File: config.mk
export PLATFORM = sky130hd
export DESIGN_NAME = stack_access_ctrl
export DESIGN_NICKNAME = d
export VERILOG_FILES = /design/src/rtl/stack_access_ctrl_pkg.sv /design/src/rtl/stack_depth_tracker.sv /design/src/rtl/stack_access_ctrl.sv
export SDC_FILE = /design/constraint.sdc
export NUM_CORES = 1
export LEC_CHECK = 0
export ABC_AREA = 1
export BUFFER_PORTS_ARGS = -buffer_cell sky130_fd_sc_hd__buf_4
export CAP_MARGIN = 10
export CORE_MARGIN = 10
export CORE_UTILIZATION = 38
export CTS_CLUSTER_SIZE = 20
export DETAILED_ROUTE_END_ITERATION = 16
export GPL_ROUTABILITY_DRIVEN = 0
export PLACE_DENSITY = 0.87
export SLEW_MARGIN = 15
export SYNTH_ARGS = -nofsm -noshare
export SYNTH_HDL_FRONTEND = slang
export SYNTH_SLANG_ARGS = --single-unit
File: constraint.sdc
create_clock -name clk -period 5.5 [get_ports clk]
set_input_delay 0.55 -clock clk [delete_from_list [all_inputs] [get_ports clk]]
set_output_delay 0.55 -clock clk [all_outputs]
set_load 0.01 [all_outputs]
File: src/rtl/stack_access_ctrl_pkg.sv
// Shared CPU hardware-stack constants and the stack front-end FSM state encoding.
package stack_access_ctrl_pkg;

    localparam int unsigned STACK_DEPTH = 128;
    localparam int unsigned STACK_PTR_W = 7;

    typedef enum logic [1:0] {
        StIdle    = 2'd0,
        StPopWait = 2'd1,
        StUfRsp   = 2'd2
    } stack_state_e;

endpackage

File: src/rtl/stack_depth_tracker.sv
// Occupancy counter for the hardware stack; guards increments/decrements against
// overflow and underflow so the count never wraps.
module stack_depth_tracker
    import stack_access_ctrl_pkg::*;
#(
    parameter int unsigned DEPTH = STACK_DEPTH,
    parameter int unsigned PTR_W = STACK_PTR_W
) (
    input  logic             clk,
    input  logic             reset,
    input  logic             inc,
    input  logic             dec,
    output logic [PTR_W:0]   depth,
    output logic             full,
    output logic             empty,
    output logic             inc_ok,
    output logic             dec_ok,
    output logic             overflow,
    output logic             underflow
);

    localparam logic [PTR_W:0] DepthMax = (PTR_W + 1)'(DEPTH);
    localparam logic [PTR_W:0] One      = (PTR_W + 1)'(1);

    logic [PTR_W:0] depth_q, depth_d;

    always_comb begin
        full      = (depth_q == DepthMax);
        empty     = (depth_q == '0);
        inc_ok    = inc && !full;
        dec_ok    = dec && !empty;
        overflow  = inc && full;
        underflow = dec && empty;
        depth     = depth_q;
        depth_d   = depth_q;
        if (inc_ok) begin
            depth_d = depth_q + One;
        end else if (dec_ok) begin
            depth_d = depth_q - One;
        end
    end

    always_ff @(posedge clk) begin
        if (reset) begin
            depth_q <= '0;
        end else begin
            depth_q <= depth_d;
        end
    end

endmodule

File: src/rtl/stack_access_ctrl.sv
// Front-end between the EX-stage PUSH/POP decode and the stack memory: occupancy,
// sticky overflow/underflow flags and the 1-cycle pop response sequencing.
module stack_access_ctrl
    import stack_access_ctrl_pkg::*;
#(
    parameter int unsigned DATA_W = 32,
    parameter int unsigned DEPTH  = STACK_DEPTH,
    parameter int unsigned PTR_W  = STACK_PTR_W
) (
    input  logic              clk,
    input  logic              reset,
    input  logic              req_valid,
    input  logic              req_pop,
    input  logic [DATA_W-1:0] req_data,
    output logic              req_ready,
    output logic              rsp_valid,
    output logic [DATA_W-1:0] rsp_data,
    input  logic              hold,
    input  logic              flush,
    input  logic              err_clear,
    output logic [DATA_W-1:0] stk_d,
    output logic              stk_push,
    output logic              stk_pop,
    input  logic [DATA_W-1:0] stk_q,
    output logic              stk_hold,
    output logic              stk_clear,
    output logic [PTR_W:0]    depth,
    output logic              full,
    output logic              empty,
    output logic              err_overflow,
    output logic              err_underflow
);

    stack_state_e state_q, state_d;
    logic         ovf_q, unf_q;
    logic         push_acc, pop_acc;
    logic         inc_ok, dec_ok, overflow, underflow;

    assign stk_hold  = hold;
    assign stk_clear = flush;
    assign stk_d     = req_data;

    assign req_ready = (state_q == StIdle) && !hold && !flush;
    assign push_acc  = req_valid && req_ready && !req_pop;
    assign pop_acc   = req_valid && req_ready && req_pop;

    assign stk_push  = inc_ok;
    assign stk_pop   = dec_ok;

    assign err_overflow  = ovf_q;
    assign err_underflow = unf_q;

    stack_depth_tracker #(
        .DEPTH (DEPTH),
        .PTR_W (PTR_W)
    ) u_depth (
        .clk       (clk),
        .reset     (reset),
        .inc       (push_acc),
        .dec       (pop_acc),
        .depth     (depth),
        .full      (full),
        .empty     (empty),
        .inc_ok    (inc_ok),
        .dec_ok    (dec_ok),
        .overflow  (overflow),
        .underflow (underflow)
    );

    always_comb begin
        state_d   = state_q;
        rsp_valid = 1'b0;
        rsp_data  = '0;
        unique case (state_q)
            StIdle: begin
                if (pop_acc) begin
                    state_d = dec_ok ? StPopWait : StUfRsp;
                end
            end
            StPopWait: begin
                // The stack holds q while stalled, so the response stays stable.
                rsp_valid = !flush;
                rsp_data  = flush ? '0 : stk_q;
                if (flush || !hold) begin
                    state_d = StIdle;
                end
            end
            StUfRsp: begin
                rsp_valid = !flush;
                if (flush || !hold) begin
                    state_d = StIdle;
                end
            end
            default: state_d = StIdle;
        endcase
    end

    always_ff @(posedge clk) begin
        if (reset) begin
            state_q <= StIdle;
            ovf_q   <= 1'b0;
            unf_q   <= 1'b0;
        end else begin
            state_q <= state_d;
            // A new error in the same cycle as err_clear wins.
            ovf_q   <= overflow  || (ovf_q && !err_clear);
            unf_q   <= underflow || (unf_q && !err_clear);
        end
    end

endmodule

==> summary.md, run 1 <==
| Metric | Value |
|---|---|
| Status | finished clean |
| Ys Warns | 0 |
| Clock Sinks | 12 |
| Final net count | 378 |
| Power Dens Cells | 205 mW/mm^2 |
| Critical Setup Path Class | flop to flop |
| Boundary Pins | 153 |
| DP HPWL | 4520 um |
| Initial antenna violation count | 0 |
| # placed instances | 341 |
| Tmin final | 2410 ps |
| Die ar. | 0.00657 sq mm |
| Largest net degree at the start of global routing | 33 |
| RSZ-0062 raised after global routing | false |
| Final std cells w/o fill | 345 |
| Ys async rst share | 0% |
| Synth Instances | 242 |
| Detail Route Antenna Nets | 0 |
| Leak pwr | 0.00121 uW |
| Met3 Use GR | 5.41% |
| Achievable Freq | 414 MHz |
| Most common cell in the netlist | nor2_1 |
| CTS tree | done |
| Vias in the first global route | 1486 |
| Min Hold Slack | 464 ps |
| Library cells used by synthesis | 24 |
| DR vias/cell | 4.52 |
| Ant. Diodes | 0 |
| Critical path launch point type | flop |
| Filler cells | 359 |
| Die Y | 81.1 um |
| Max_cap viols | 0 |
| Worst slew pin tran | 960 ps |
| Detailed Route Iter0 Violations | 46 |
| P&R area growth vs syn | 35.9% |
| Clk_lat worst skew | 250 ps |
| Die Wd | 81.1 um |
| Pins Over Slew Limit | 0 |
| Hold-fix buffers, CTS | 0 |
| CTS Buf Count | 3 |
| Post-synth top cells | nor2_1, inv_1, buf_4 |
| DRC viols | 0 |
| Port Buffer Count | 88 |
| DRT Wirelength | 5260 um |
| Grt ovf | 0 |
| Setup TNS | 0 ps |
| CTS resizes | 0 |
| CP endpoint kind | flop |
| Skew final | 4.95 ps |
| Clock transition at the registers of the reported paths | 60 ps |
| Core area | 0.00363 sq mm |
| Final hold violation count | 0 |
| First-pass GRT wire length | 7560 um |
| VDD IR max | 181 uV |
| Fin crit share | 43.9% |
| Met1 Track Usage GR | 15.8% |
| DR pass1 iterations | 4 |
| Setup repair bufs after CTS | 0 |
| Worst Path Arrival | 2560 ps |
| Seq/Total Area, Yosys | 16.9% |
| Final core area utilization | 53.0% |
| Root Buffer | clkbuf_8 |
| Overall Global Routing Usage | 14.5% |
| Clock Tree Buf Depth | 2 |
| Main synth FF type | dfxtp_1 |
| Final setup vio count | 0 |
| Final WS setup | 3090 ps |
| Syn_area_per_cell | 5.86 sq um |
| Relative slew slack | 35.9% |
| Mapped cell area | 0.00142 sq mm |
| H-Tree Depth | 1 |
| Mapped Nets | 322 |
| Gr busiest metal | met2 |
| Seq cells post-synth | 12 |
| Starting Density | 39.0% |
| Synth area leader | buf_4 |
| Max FO, Critical Path | 10 |
| Type of the tightest min-delay check | flop to flop |
| Top post-synthesis cells by area | buf_4, dfxtp_1, nor2_1 |
| Vias post-DR | 1560 |
| Top cell type's share of synthesized area | 18.0% |
| Number of synthesized flops with an enable pin | 0 |
| Worst EP required | 5650 ps |
| GR Util met2 | 25.0% |
| Place WS | 2930 ps |
| Fraction of final layout cells sized beyond drive strength 1 | 35.0% |
| Routed WL per cell | 15.2 um |
| FP Rows | 22 |
flip-flops by register name, indices dropped and copies added (netlist names):
register,flops
err_overflow,1
err_underflow,1
u_depth.depth,8
state_q,2
layout by cell type (no fill, tap or decap), types with 2 or more instances in the layout:
| master | netlist | layout |
|---|---|---|
| nand2_2 | 2 | 2 |
| nand3_1 | 5 | 5 |
| clkbuf_8 | 0 | 4 |
| inv_1 | 51 | 51 |
| nand2_1 | 32 | 32 |
| nor2_1 | 59 | 59 |
| buf_4 | 34 | 88 |
| ha_1 | 8 | 8 |
| nand2_4 | 2 | 2 |
| xor2_1 | 2 | 2 |
| inv_2 | 3 | 3 |
| a21oi_1 | 7 | 7 |
| o21ai_1 | 8 | 8 |
| nor2_2 | 2 | 2 |
| dfxtp_1 | 12 | 12 |
| nand4_1 | 4 | 4 |
worst paths after layout:
kind | depth (start not counted) | end | from | slack, ps
max reg2reg | 13 | u_depth.depth[7] | state_q[0] | 3090
max | 13 | u_depth.depth[7] | state_q[0] | 3090
min | 2 | err_overflow | err_overflow | 460
min reg2reg | 2 | err_overflow | err_overflow | 460
kinds of logic (layout without fill, tap and decap cells):
group | count (synthesis) | in the layout | share of synthesized area, %
and+or+nand+nor | 109 | 109 | 32.6
adders and majority gates | 9 | 9 | 8.47
AOI/OAI and AO/OA | 17 | 17 | 6.44
xor gates and xnor gates | 3 | 3 | 1.85
DFF | 12 | 12 | 16.9
buffers and inverters | 92 | 147 | 33.7
cell type report:
cell class	instances	area [sq um]	share of cell area (%)
Inverter	55	211	11.0
Tap cell	48	60.1	3.12
Timing Repair Buffer	88	661	34.3
Clock buffer	4	55.1	2.86
Multi-Input combinational cell	138	699	36.3
Sequential cell	12	240	12.5
power by group:
part	switching, uW	internal [uW]
clock network	37.0	63.5
registers	11.2	95.4
logic	104	83.1
total	152	242
worst max-delay path, cell delays in order, from the launching register on:
cell     delay [ps]
dfxtp_1         320
inv_1            60
ha_1            160
nand4_1         140
nor2_1          220
nand2_2         230
ha_1            420
or2_1           260
nand2_1         120
nor2_1           50
nor2_1           80
nand2_1          80
a21oi_1         130
nor2_1           50
through the flow:
step | instance area [sq um] | power (uW)
2_1_floorplan | 1420 | 244
3_3_place_gp | 1870 | 287
3_5_place_dp | 1870 | 294
4_1_cts | 1930 | 396
5_1_grt | 1930 | 426
6_report | 1930 | 394
metal layers:
metal | up-vias | wire, um | part of all wire [%]
li1 | 791 | - | -
met1 | 661 | 2030 | 39
met2 | 95 | 2570 | 49
met3 | 13 | 575 | 11
met4 | 0 | 88 | 1.7
met5 | - | 0 | 0
Note: power is estimated with default switching activity, not from simulation.
==> inputs of run 2 (changes only) <==
--- a/config.mk
+++ b/config.mk
@@ -5,15 +5,15 @@
 export SDC_FILE = /design/constraint.sdc
 export NUM_CORES = 1
 export LEC_CHECK = 0
-export ABC_AREA = 1
+export ABC_AREA = 0
 export BUFFER_PORTS_ARGS = -buffer_cell sky130_fd_sc_hd__buf_4
 export CAP_MARGIN = 10
 export CORE_MARGIN = 10
-export CORE_UTILIZATION = 38
+export CORE_UTILIZATION = 31
 export CTS_CLUSTER_SIZE = 20
 export DETAILED_ROUTE_END_ITERATION = 16
 export GPL_ROUTABILITY_DRIVEN = 0
-export PLACE_DENSITY = 0.87
+export PLACE_DENSITY = 0.77
 export SLEW_MARGIN = 15
 export SYNTH_ARGS = -nofsm -noshare
 export SYNTH_HDL_FRONTEND = slang
==> constraint.sdc (replaced) <==
create_clock -name clk -period 2.15 [get_ports clk]
set_input_delay 0.215 -clock clk [delete_from_list [all_inputs] [get_ports clk]]
set_output_delay 0.215 -clock clk [all_outputs]
set_load 0.01 [all_outputs]
==> summary.md, run 2 <==
| Metric | Value |
|---|---|
| Seq cells post-synth | 12 |
| CP peak stage delay | 550 ps |
| Final net count | 345 |
| Clock Tree Buf Depth | 2 |
| H-Tree Depth | 1 |
| Max_cap viols | 0 |
| Boundary Pins | 153 |
| Library cells used by synthesis | 45 |
| Critical path launch point type | flop |
| Synth Instances | 172 |
| Skew final | 1.92 ps |
| Die Y | 87.0 um |
| CTS Buf Count | 3 |
| Vias in the first global route | 1395 |
| Type of the tightest min-delay check | input port to flop |
| Top post-synthesis cells by area | buf_4, dfxtp_1, and2_1 |
| Setup TNS | -1770 ps |
| Final WS setup | -424 ps |
| CP endpoint kind | flop |
| Main synth FF type | dfxtp_1 |
| Relative slew slack | 80.8% |
| Root Buffer | clkbuf_8 |
| DP HPWL | 4440 um |
| Largest net degree at the start of global routing | 33 |
| Number of synthesized flops with an enable pin | 0 |
| Clock Sinks | 12 |
| Mapped cell area | 0.00139 sq mm |
| Power Dens Cells | 422 mW/mm^2 |
| Seq/Total Area, Yosys | 17.3% |
| CP max-delay cell | or4_4 |
| Initial antenna violation count | 0 |
| Clk_lat worst skew | 250 ps |
| Failing checks | negative setup slack |
| Top cell type's share of synthesized area | 18.3% |
| Grt ovf | 0 |
| Ys Warns | 0 |
| Die Wd | 87.0 um |
| Vias post-DR | 1477 |
| Most frequent cells in the layout | buf_4, and2_1, nor2_1, dfxtp_1, ha_4 |
| Ant. Diodes | 0 |
| Commonest non-fill, non-tap cell in the layout | buf_4 |
| Filler cells | 403 |
| FP Rows | 24 |
| WP buf/inv | 0 |
| Critical Setup Path Class | flop to flop |
| CTS tree | done |
| Fin crit share | 120% |
| Status | finished, violations left |
| Clock transition at the registers of the reported paths | 50 ps |
| DR pass1 iterations | 4 |
| Routed WL per cell | 16.7 um |
| Detail Route Antenna Nets | 0 |
| Worst slew pin tran | 286 ps |
| Final core area utilization | 53.3% |
| Die ar. | 0.00757 sq mm |
| Overall Global Routing Usage | 12.2% |
| Fraction of final layout cells sized beyond drive strength 1 | 62.5% |
| Max FO, Critical Path | 8 |
| Syn_area_per_cell | 8.09 sq um |
| P&R area growth vs syn | 66.8% |
| Leak pwr | 0.00115 uW |
| Mapped Nets | 252 |
| Worst EP required | 2290 ps |
| DRC viols | 0 |
| Final setup vio count | 5 |
| First-pass GRT wire length | 7390 um |
| Worst Path Arrival | 2720 ps |
| VDD IR max | 242 uV |
| Pins Over Slew Limit | 0 |
| Detailed Route Iter0 Violations | 28 |
| Most common cell in the netlist | buf_4 |
| Ys async rst share | 0% |
| Critical path, cell by cell | or4_4 -> nor2_4 -> and2_4 -> nand2b_4 -> ha_4 -> a21o_1 -> a311o_1 -> a21oi_2 -> xnor2_1 -> a31o_1 |
| Tmin final | 2570 ps |
| Port Buffer Count | 88 |
| Post-synth top cells | buf_4, and2_1, dfxtp_1 |
| DRT Wirelength | 5290 um |
| Final hold violation count | 0 |
| Achievable Freq | 388 MHz |
| Max reg flops | 8 |
| Top delay family on crit path | simple AND/OR/NAND/NOR gates |
| RSZ-0062 raised after global routing | true |
| Core area | 0.00435 sq mm |
| Synth area leader | buf_4 |
| Starting Density | 32.0% |
| DR vias/cell | 4.67 |
run 2: changes by cell type in the layout (fill, tap and decap cells not counted), sizes merged, moves of 4 or more:
cell,before,now
inv,54,5
nand2,36,6
buf,88,128
o21ai,8,4
xnor2,1,5
nor2,62,11
nor2b,0,4
and2,0,34
run 2: power by group:
part | internal (uW) | total (uW) | switching, uW
combinational | 303 | 515 | 212
clock | 131 | 222 | 90.7
sequential | 236 | 242 | 6.48
run 2: final timing paths:
check | start | endpoint | slack [ps] | cells past startpoint
max | u_depth.depth[6] | u_depth.depth[6] | -420 | 10
min | err_clear | err_underflow | 230 | 3
max reg2reg | u_depth.depth[6] | u_depth.depth[6] | -420 | 10
min reg2reg | state_q[1] | state_q[1] | 460 | 2
run 2: logic make-up after synthesis:
kind of cell    Yosys count  share of synthesized area, %
fa+ha+maj                 9                          8.63
buf+inv                  45                          23.9
flops                    12                          17.3
simple gates             71                          31.5
mux                       3                          2.16
compound gates           26                          12.8
xor+xnor                  6                          3.78
run 2: metal layers:
metal / GRT usage [%] / vias up / routed length, um
met5: 0 / - / 0
met4: 4.57 / 0 / 85
met3: 6.46 / 13 / 801
met2: 20.6 / 88 / 2570
met1: 12.6 / 651 / 1840
li1: - / 725 / -
run 2: metrics by stage:
step	cells	worst slack, ps	hold slack (ps)	power, uW	instance area (sq um)
after global routing	316	-517	260	1040	2320
final	316	-424	234	979	2320
after global placement	303	-366	430	689	2150
after floorplan	172	-431	397	556	1510
after CTS	311	-410	233	953	2250
after detailed placement	303	-419	430	698	2150
run 2: cell type report:
type                       instances  area [sq um]  area share, %
tap                               52          65.1           2.80
clock buffer                       4          45.0           1.94
inverter                           5          18.8          0.809
timing repair buffer             128           965           41.6
sequential                        12           246           10.6
multi-input combinational        115           981           42.3
run 2: what timing repair did:
action	CTS	global route
setup endpoints to repair	5	7
hold buffers	0	0
gates resized for setup	5	6
setup buffers	4	5
pin swaps	6	14
run 2: worst register-to-register path: cells and delay by family (launching register included):
kind	cells	cell delay, ps
and+or+nand+nor	4	1030
AOI/OAI and AO/OA	4	780
DFF	1	310
adders and majority gates	1	250
xor gates and xnor gates	1	80
